==> src/rtl/seg7_pkg.sv <==
// Shared encodings for the seven-segment display driver.
// Segment patterns are active-low and ordered {g,f,e,d,c,b,a}.
package seg7_pkg;

    localparam logic [7:0] SEG_BLANK = 8'hFF;

    localparam logic [6:0] SEG_HEX [16] = '{
        7'b1000000,   // 0
        7'b1111001,   // 1
        7'b0100100,   // 2
        7'b0110000,   // 3
        7'b0011001,   // 4
        7'b0010010,   // 5
        7'b0000010,   // 6
        7'b1111000,   // 7
        7'b0000000,   // 8
        7'b0010000,   // 9
        7'b0001000,   // A
        7'b0000011,   // b
        7'b1000110,   // C
        7'b0100001,   // d
        7'b0000110,   // E
        7'b0001110    // F
    };

endpackage

==> src/rtl/seg7_decoder.sv <==
// Combinational hex nybble to active-low seven-segment pattern decoder.
module seg7_decoder
    import seg7_pkg::*;
(
    input  logic [3:0] nybble,
    output logic [6:0] seg_n
);

    assign seg_n = SEG_HEX[nybble];

endmodule

==> src/rtl/seg7_mux_driver.sv <==
// Time-multiplexed common-anode seven-segment driver with per-frame input
// snapshot, leading-zero blanking, per-digit blink and 16-level PWM brightness.
module seg7_mux_driver
    import seg7_pkg::*;
#(
    parameter int NUM_DIGITS = 4,
    parameter int SLOT_LOG2  = 17,
    parameter int BLINK_LOG2 = 6
) (
    input  logic                    clk,
    input  logic                    rst,
    input  logic [NUM_DIGITS*4-1:0] number,
    input  logic [NUM_DIGITS-1:0]   dp_mask,
    input  logic [NUM_DIGITS-1:0]   blink_mask,
    input  logic                    lz_en,
    input  logic [3:0]              brightness,
    input  logic                    enable,
    output logic [NUM_DIGITS-1:0]   io_sel,
    output logic [7:0]              io_seg
);

    localparam int               IDX_W    = (NUM_DIGITS > 1) ? $clog2(NUM_DIGITS) : 1;
    localparam logic [IDX_W-1:0] IDX_LAST = IDX_W'(NUM_DIGITS - 1);

    logic [SLOT_LOG2-1:0]    tick_q, tick_d;
    logic [IDX_W-1:0]        idx_q, idx_d;
    logic [BLINK_LOG2-1:0]   blink_cnt_q, blink_cnt_d;
    logic                    blink_phase_q, blink_phase_d;
    logic [NUM_DIGITS*4-1:0] num_sh_q, num_sh_d;
    logic [NUM_DIGITS-1:0]   dp_sh_q, dp_sh_d;
    logic [NUM_DIGITS-1:0]   bm_sh_q, bm_sh_d;
    logic                    lz_sh_q, lz_sh_d;
    logic [NUM_DIGITS-1:0]   sel_q, sel_d;
    logic [7:0]              seg_q, seg_d;

    logic                    slot_end;
    logic                    frame_end;
    logic [NUM_DIGITS-1:0]   lz_blank;
    logic [NUM_DIGITS-1:0]   cur_onehot;
    logic [3:0]              cur_nyb;
    logic                    cur_dp;
    logic                    cur_blink;
    logic                    cur_lz;
    logic [6:0]              cur_pattern;
    logic                    dark;

    assign slot_end  = &tick_q;
    assign frame_end = slot_end && (idx_q == IDX_LAST);

    always_comb begin
        tick_d        = tick_q + SLOT_LOG2'(1);
        idx_d         = idx_q;
        blink_cnt_d   = blink_cnt_q;
        blink_phase_d = blink_phase_q;
        num_sh_d      = num_sh_q;
        dp_sh_d       = dp_sh_q;
        bm_sh_d       = bm_sh_q;
        lz_sh_d       = lz_sh_q;
        if (slot_end) begin
            idx_d = (idx_q == IDX_LAST) ? '0 : idx_q + IDX_W'(1);
        end
        // Inputs only reach the display through this once-per-frame snapshot.
        if (frame_end) begin
            num_sh_d    = number;
            dp_sh_d     = dp_mask;
            bm_sh_d     = blink_mask;
            lz_sh_d     = lz_en;
            blink_cnt_d = blink_cnt_q + BLINK_LOG2'(1);
            if (&blink_cnt_q) begin
                blink_phase_d = ~blink_phase_q;
            end
        end
    end

    always_comb begin : digit_select
        logic zero_above;
        zero_above = 1'b1;
        lz_blank   = '0;
        cur_onehot = '0;
        cur_nyb    = 4'd0;
        cur_dp     = 1'b0;
        cur_blink  = 1'b0;
        cur_lz     = 1'b0;
        // Scan from the most significant digit; digit 0 always stays visible.
        for (int i = NUM_DIGITS - 1; i >= 0; i--) begin
            zero_above  = zero_above && (num_sh_q[4*i +: 4] == 4'd0);
            lz_blank[i] = lz_sh_q && zero_above && (i != 0);
        end
        for (int i = 0; i < NUM_DIGITS; i++) begin
            if (idx_q == IDX_W'(i)) begin
                cur_onehot[i] = 1'b1;
                cur_nyb       = num_sh_q[4*i +: 4];
                cur_dp        = dp_sh_q[i];
                cur_blink     = bm_sh_q[i];
                cur_lz        = lz_blank[i];
            end
        end
    end

    seg7_decoder u_decoder (
        .nybble (cur_nyb),
        .seg_n  (cur_pattern)
    );

    always_comb begin
        dark = !enable
            || (tick_q[SLOT_LOG2-1 -: 4] > brightness)
            || (cur_blink && blink_phase_q)
            || cur_lz;
        sel_d = dark ? '1 : ~cur_onehot;
        seg_d = dark ? SEG_BLANK : {~cur_dp, cur_pattern};
    end

    always_ff @(posedge clk) begin
        if (rst) begin
            tick_q        <= '0;
            idx_q         <= '0;
            blink_cnt_q   <= '0;
            blink_phase_q <= 1'b0;
            num_sh_q      <= '0;
            dp_sh_q       <= '0;
            bm_sh_q       <= '0;
            lz_sh_q       <= 1'b0;
            sel_q         <= '1;
            seg_q         <= SEG_BLANK;
        end else begin
            tick_q        <= tick_d;
            idx_q         <= idx_d;
            blink_cnt_q   <= blink_cnt_d;
            blink_phase_q <= blink_phase_d;
            num_sh_q      <= num_sh_d;
            dp_sh_q       <= dp_sh_d;
            bm_sh_q       <= bm_sh_d;
            lz_sh_q       <= lz_sh_d;
            sel_q         <= sel_d;
            seg_q         <= seg_d;
        end
    end

    assign io_sel = sel_q;
    assign io_seg = seg_q;

endmodule

==> config.mk <==
export PLATFORM = sky130hd
export DESIGN_NAME = seg7_mux_driver
export DESIGN_NICKNAME = d
export VERILOG_FILES = /design/src/rtl/seg7_pkg.sv /design/src/rtl/seg7_decoder.sv /design/src/rtl/seg7_mux_driver.sv
export SDC_FILE = /design/constraint.sdc
export NUM_CORES = 1
export LEC_CHECK = 0
export CORE_ASPECT_RATIO = 0.5
export CORE_MARGIN = 5
export CORE_UTILIZATION = 35
export DETAILED_ROUTE_END_ITERATION = 6
export GPL_TIMING_DRIVEN = 0
export SLEW_MARGIN = 20
export SYNTH_ARGS = -nofsm -noshare
export SYNTH_HDL_FRONTEND = slang
export SYNTH_SLANG_ARGS = --single-unit
export TNS_END_PERCENT = 20
==> constraint.sdc <==
create_clock -name clk -period 2.5 [get_ports clk]
set_input_delay 0.25 -clock clk [delete_from_list [all_inputs] [get_ports clk]]
set_output_delay 0.25 -clock clk [all_outputs]
set_load 0.005 [all_outputs]
==> run summary, run 1 <==
clock sinks = 63
drc violations = 0
Core Box Area = 8090 um^2
R2R Setup Slk = 190 ps
Clock power frac = 54.2%
latest clock arrival within the worst-skew pair = 320 ps
GRT overflow = 0
syn_nets = 387
Vias/cell = 4.83
synth cell count leaders = 72 x nand2_1, 63 x dfxtp_1, 38 x a21oi_1
#FFs+latches synth = 63
worst hold start = rst
crit end category = flip-flop
Sw Pwr = 0.000452 W
Initial DRT Pass Iterations = 5
top-count cell post-synth = nand2_1
Final period util = 92.5%
Area growth syn-to-layout = 32.1%
first-pass GRT wire length = 11,600 um
crit-path cells = ha_1, buf_6, buf_2, a21oi_1, a22oi_2, inv_2, ha_1, mux2i_1, o221ai_1
largest fanout on the critical path = 10
Sw Ratio = 18.4%
average size of a mapped cell = 8.67 um^2
Fmax = 0.432 GHz
arrival time worst endpoint = 2490 ps
final setup violating endpoints = 0
CTS Buffer Depth = 2
WP buf/inv = 3
antenna viol nets, final = 0
Die Wd = 139 um
CP dominant cell by count = ha_1
Comb power frac = 4.3%
share of cells above drive strength 1 = 12.1%
Static Leak = 1.39 nW
antenna diode instance count = 0
H-tree depth = 3
Least-Margin Pin Slew = 511 ps
I/O Pins = 44
Starting DRT DRC Count = 162
Yosys top cell area share = 43.0%
vias = 2,464
Max stage delay on crit path = 390 ps
Nets = 442
final hold viol count = 0
post-DP HPWL = 4920 um
setup_tns = 0 ps
Endpoint, Worst Hold = tick_q[1]
max-cap check violation count = 0
GP Congestion = 0.797
initial antenna violation count = 0
Seq pwr share = 41.5%
CTS tree = built
routed length per instance = 13.1 um
Hold Crit Class = in2reg
Initial Util = 36.2%
IO buf count = 42
Final WS setup = 187 ps
Reg2Reg Depth = 9
Synth Flop Type = dfxtp_1
EDFF count, synth = 0
root buf cell = clkbuf_16
fillers = 786
hold depth = 2
Pins Over Slew Limit = 0
TritonCTS Buffers = 9
Hold WS = 272 ps
Worst Setup Path Type = reg2reg
status = finished clean
Std-Cell Rows = 23
number of global-route vias before repair = 2,446
post-synthesis cell count = 338
CP Launch Type = flip-flop
Crit path required time = 2680 ps
min cycle time layout = 2310 ps
Max IR drop VDD = 336 uV
P_int = 0.00201 W
largest net degree at the start of global routing = 11
Synth Cell Area = 2930 um^2
Warnings, synthesis = 0
r2r startpoint = idx_q[0]
Netlist cell types = 42
Overall Global Routing Usage = 13.8%
Power Total = 0.00246 W
Worst R2R End = io_seg[5]
largest cells by area after synthesis = dfxtp_1 43%, nand2_1 9.2%, ha_1 7.3%
placed cell count = 492
CP top delay family = buffers and inverters
Die Area = 10,400 um^2
RSZ-0062 raised after global routing = false
dpl ws = 9.85 ps
Post-synth ARST share = 0%
sequential fraction of the synthesis area = 43.0%
Detailed Route WL = 6680 um
Power Density = 636 nW/um^2
Die Y = 74.7 um
fin cells = 510
area leader, netlist = dfxtp_1
CP max-delay cell = dfxtp_1
worst clock skew = 7.74 ps
clock slew at reported path FFs = 50 ps
Slew headroom = 65.9%
[power groups by stage]
| stage | clock network, W | registers [W] | logic [W] |
|---|---|---|---|
| 5_1_grt | 0.00142 | 0.00102 | 0.000117 |
| 3_3_place_gp | 0 | 0.00104 | 0.000104 |
| 6_report | 0.00133 | 0.00102 | 0.000106 |
| 3_5_place_dp | 0 | 0.00104 | 0.000106 |
| 4_1_cts | 0.00137 | 0.00102 | 0.000107 |
| 2_1_floorplan | 0 | 0.00104 | 0.0000334 |
[flip-flops by register name, summed over array words and instances, names as in the netlist, 2 cells and up]
signal,count
blink_cnt_q,6
io_seg,8
io_sel,4
idx_q,2
dp_sh_q,4
num_sh_q,16
tick_q,17
bm_sh_q,4
[routing by layer]
metal,GRT usage [%],vias to the layer above,routed length (um)
met4,3.69,0,31
met5,0,-,0
li1,-,1255,-
met3,4.70,4,390
met1,16.8,1150,3100
met2,24.0,55,3160
[through the flow]
stage | instance area (um^2) | util, %
after global placement | 3490 | 43.2
after global routing | 3870 | 47.9
after CTS | 3830 | 47.3
after detailed placement | 3490 | 43.2
after floorplan | 2930 | -
final | 3870 | 47.9
[cell usage in the layout, fill, tap and decap left out, types with 2 or more instances in the layout]
cell | synthesis | final
a221oi_2 | 3 | 2
clkbuf_8 | 0 | 2
o21ai_0 | 3 | 2
and4_1 | 3 | 3
nand3_1 | 10 | 10
inv_1 | 13 | 11
and3_1 | 4 | 4
nand3b_1 | 6 | 6
buf_2 | 7 | 4
clkbuf_16 | 0 | 9
buf_4 | 1 | 4
clkbuf_4 | 0 | 2
o21ai_2 | 2 | 2
and2_1 | 2 | 2
dfxtp_1 | 63 | 63
nor2_1 | 26 | 26
ha_1 | 17 | 15
o221ai_1 | 2 | 2
xor2_1 | 13 | 13
clkdlybuf4s50_1 | 0 | 42
a21oi_1 | 38 | 38
ha_2 | 0 | 2
nand4_1 | 3 | 3
o221ai_2 | 3 | 3
a211oi_1 | 3 | 3
nand2_1 | 72 | 72
nor3_1 | 4 | 3
buf_6 | 3 | 3
bufinv_16 | 0 | 2
inv_2 | 1 | 3
clkbuf_1 | 6 | 8
nor3b_1 | 3 | 3
nor2b_1 | 3 | 3
xnor2_1 | 7 | 7
mux2i_1 | 4 | 4
[kinds of logic after synthesis]
logic type | after synthesis | share of synthesized area [%]
and+or+nand+nor | 142 | 22.8
DFF | 63 | 43.0
AOI/OAI and AO/OA | 61 | 14.3
buffers and inverters | 31 | 5.17
xor gates and xnor gates | 20 | 5.98
adders and majority gates | 17 | 7.26
muxes | 4 | 1.37
[layout make-up]
type	instances	area [um^2]	area share, %
multi-input combinational	244	1550	40.0
clock inverter	3	65.1	1.68
sequential	63	1260	32.6
buffer	17	106	2.75
tap	112	140	3.62
inverter	14	52.6	1.36
clock buffer	13	260	6.72
timing repair buffer	44	435	11.2
[what timing repair did]
item | 4_1_cts | 5_1_grt
pin swaps | 0 | 1
hold buffers | 0 | 0
buffers inserted | 0 | 2
gates resized for setup | 2 | 11
setup endpoints to repair | 5 | 26
[worst max path at each step]
stage,start,to,slack (ps),cells after the start
CTS,idx_q[1],io_seg[1],60,9
floorplan,idx_q[1],io_seg[1],330,9
finish,idx_q[0],io_seg[5],190,9
detailed placement,idx_q[0],io_seg[5],10,10
global route,tick_q[0],num_sh_q[0],30,10
global placement,idx_q[1],io_seg[1],90,9
Note: power is estimated with default switching activity, not from simulation.
==> run 2: changes to the inputs <==
--- a/config.mk
+++ b/config.mk
@@ -10,6 +10,7 @@
 export CORE_UTILIZATION = 35
 export DETAILED_ROUTE_END_ITERATION = 6
 export GPL_TIMING_DRIVEN = 0
+export SETUP_SLACK_MARGIN = 0.1
 export SLEW_MARGIN = 20
 export SYNTH_ARGS = -nofsm -noshare
 export SYNTH_HDL_FRONTEND = slang
==> run summary, run 2 (same netlist as run 1, synthesis figures left out) <==
share of cells above drive strength 1 = 13.0%
routed length per instance = 13.1 um
commonest cells after routing, fill and taps aside = 72 x nand2_1, 61 x dfxtp_1, 42 x clkdlybuf4s50_1
Die Y = 74.7 um
CTS tree = built
worst clock skew = 7.60 ps
Crit path required time = 2680 ps
Post-CTS Hold Fix Bufs = 0
Least-Margin Pin Slew = 510 ps
Detailed Route WL = 6730 um
Hold Crit Class = in2reg
Initial DRT Pass Iterations = 5
clock slew at reported path FFs = 50 ps
Die Area = 10,400 um^2
RSZ-0062 raised after global routing = true
commonest non-fill, non-tap cell in the layout = nand2_1
max-cap check violation count = 0
CP Launch Type = flip-flop
final setup violating endpoints = 0
Std-Cell Rows = 23
Static Leak = 1.40 nW
Final WS setup = 220 ps
Initial Util = 36.2%
number of global-route vias before repair = 2,446
clock sinks = 63
antenna viol nets, final = 0
Max IR drop VDD = 336 uV
Power Density = 631 nW/um^2
Clock power frac = 54.1%
initial antenna violation count = 0
IO buf count = 42
GP Congestion = 0.797
largest fanout on the critical path = 10
H-tree depth = 3
final hold viol count = 0
arrival time worst endpoint = 2460 ps
Area growth syn-to-layout = 33.3%
Comb power frac = 4.3%
most flop-heavy register = tick_q
first-pass GRT wire length = 11,600 um
Die Wd = 139 um
antenna diode instance count = 0
Starting DRT DRC Count = 155
min cycle time layout = 2280 ps
latest clock arrival within the worst-skew pair = 320 ps
Seq pwr share = 41.6%
Fmax = 0.439 GHz
Largest register FFs = 17
P_int = 0.00201 W
Sw Ratio = 18.4%
Slew headroom = 66.0%
status = finished clean
Pins Over Slew Limit = 0
largest net degree at the start of global routing = 11
dpl ws = 9.85 ps
CTS Buffer Depth = 2
I/O Pins = 44
Overall Global Routing Usage = 13.8%
Core Box Area = 8090 um^2
Final period util = 91.2%
TritonCTS Buffers = 9
vias = 2,476
crit end category = flip-flop
Nets = 445
root buf cell = clkbuf_16
Vias/cell = 4.83
setup_tns = 0 ps
Sw Pwr = 0.000454 W
GRT overflow = 0
Worst Setup Path Type = reg2reg
drc violations = 0
post-DP HPWL = 4920 um
## run 2: worst max-delay path, cell delays in order (launching register included)
cell      delay (ps)
dfxtp_1          370
inv_1             80
ha_1             230
buf_2            200
a21oi_1          140
o21ai_0          120
a22oi_2          290
inv_1            160
ha_1             280
mux2i_1          140
o221ai_1         130
## run 2: per-stage QoR
step | hold slack [ps] | area, um^2 | std cells | total power [W] | utilization, %
6_report | 271 | 3910 | 513 | 0.00246 | 48.3
5_1_grt | 345 | 3910 | 513 | 0.00256 | 48.3
4_1_cts | 265 | 3830 | 508 | 0.00249 | 47.3
3_5_place_dp | 447 | 3490 | 492 | 0.00115 | 43.2
3_3_place_gp | 446 | 3490 | 492 | 0.00115 | 43.2
2_1_floorplan | 386 | 2930 | 338 | 0.00108 | -
## run 2: timing repair
item / 4_1_cts / 5_1_grt
cloned: 0 / 0
gates resized for setup: 3 / 12
setup endpoints to repair: 26 / 35
pin swaps: 0 / 3
buffers inserted: 0 / 5
## run 2: cell type report
class                   count  area, um^2
fillers                   781        4180
clock buffers              13         260
clock inverters             3        65.1
repair buffers             47         458
flip-flops and latches     63        1260
multi-input cells         244        1560
well taps                 112         140
plain buffers              17         106
inverters                  14        52.6
## run 2: power groups by stage
stage          Sequential [W]  Combinational (W)  Clock [W]
2_1_floorplan         0.00104          0.0000334          0
6_report              0.00102           0.000107    0.00133
5_1_grt               0.00102           0.000119    0.00142
3_3_place_gp          0.00104           0.000104          0
3_5_place_dp          0.00104           0.000106          0
4_1_cts               0.00102           0.000107    0.00137
## run 2: worst paths after layout
check,start,to,slack (ps),depth (start not counted)
max,idx_q[1],io_seg[5],220,10
min,rst,tick_q[1],270,2
max reg2reg,idx_q[1],io_seg[5],220,10
min reg2reg,lz_sh_q,lz_sh_q,450,2
## run 2: per-layer routing
layer / share of wire (%) / track usage (%) / vias up
met1: 46 / 16.8 / 1166
met2: 48 / 24.0 / 45
li1: - / - / 1261
met5: 0 / 0 / -
met4: 0.48 / 3.69 / 0
met3: 5.5 / 4.70 / 4
==> run 3: changes to the inputs <==
--- a/config.mk
+++ b/config.mk
@@ -10,7 +10,7 @@
 export CORE_UTILIZATION = 35
 export DETAILED_ROUTE_END_ITERATION = 6
 export GPL_TIMING_DRIVEN = 0
-export SETUP_SLACK_MARGIN = 0.1
+export SETUP_SLACK_MARGIN = 0.02
 export SLEW_MARGIN = 20
 export SYNTH_ARGS = -nofsm -noshare
 export SYNTH_HDL_FRONTEND = slang
==> results of run 3 <==
Same layout as run 1: the final DEF is identical, and so are final timing and power.
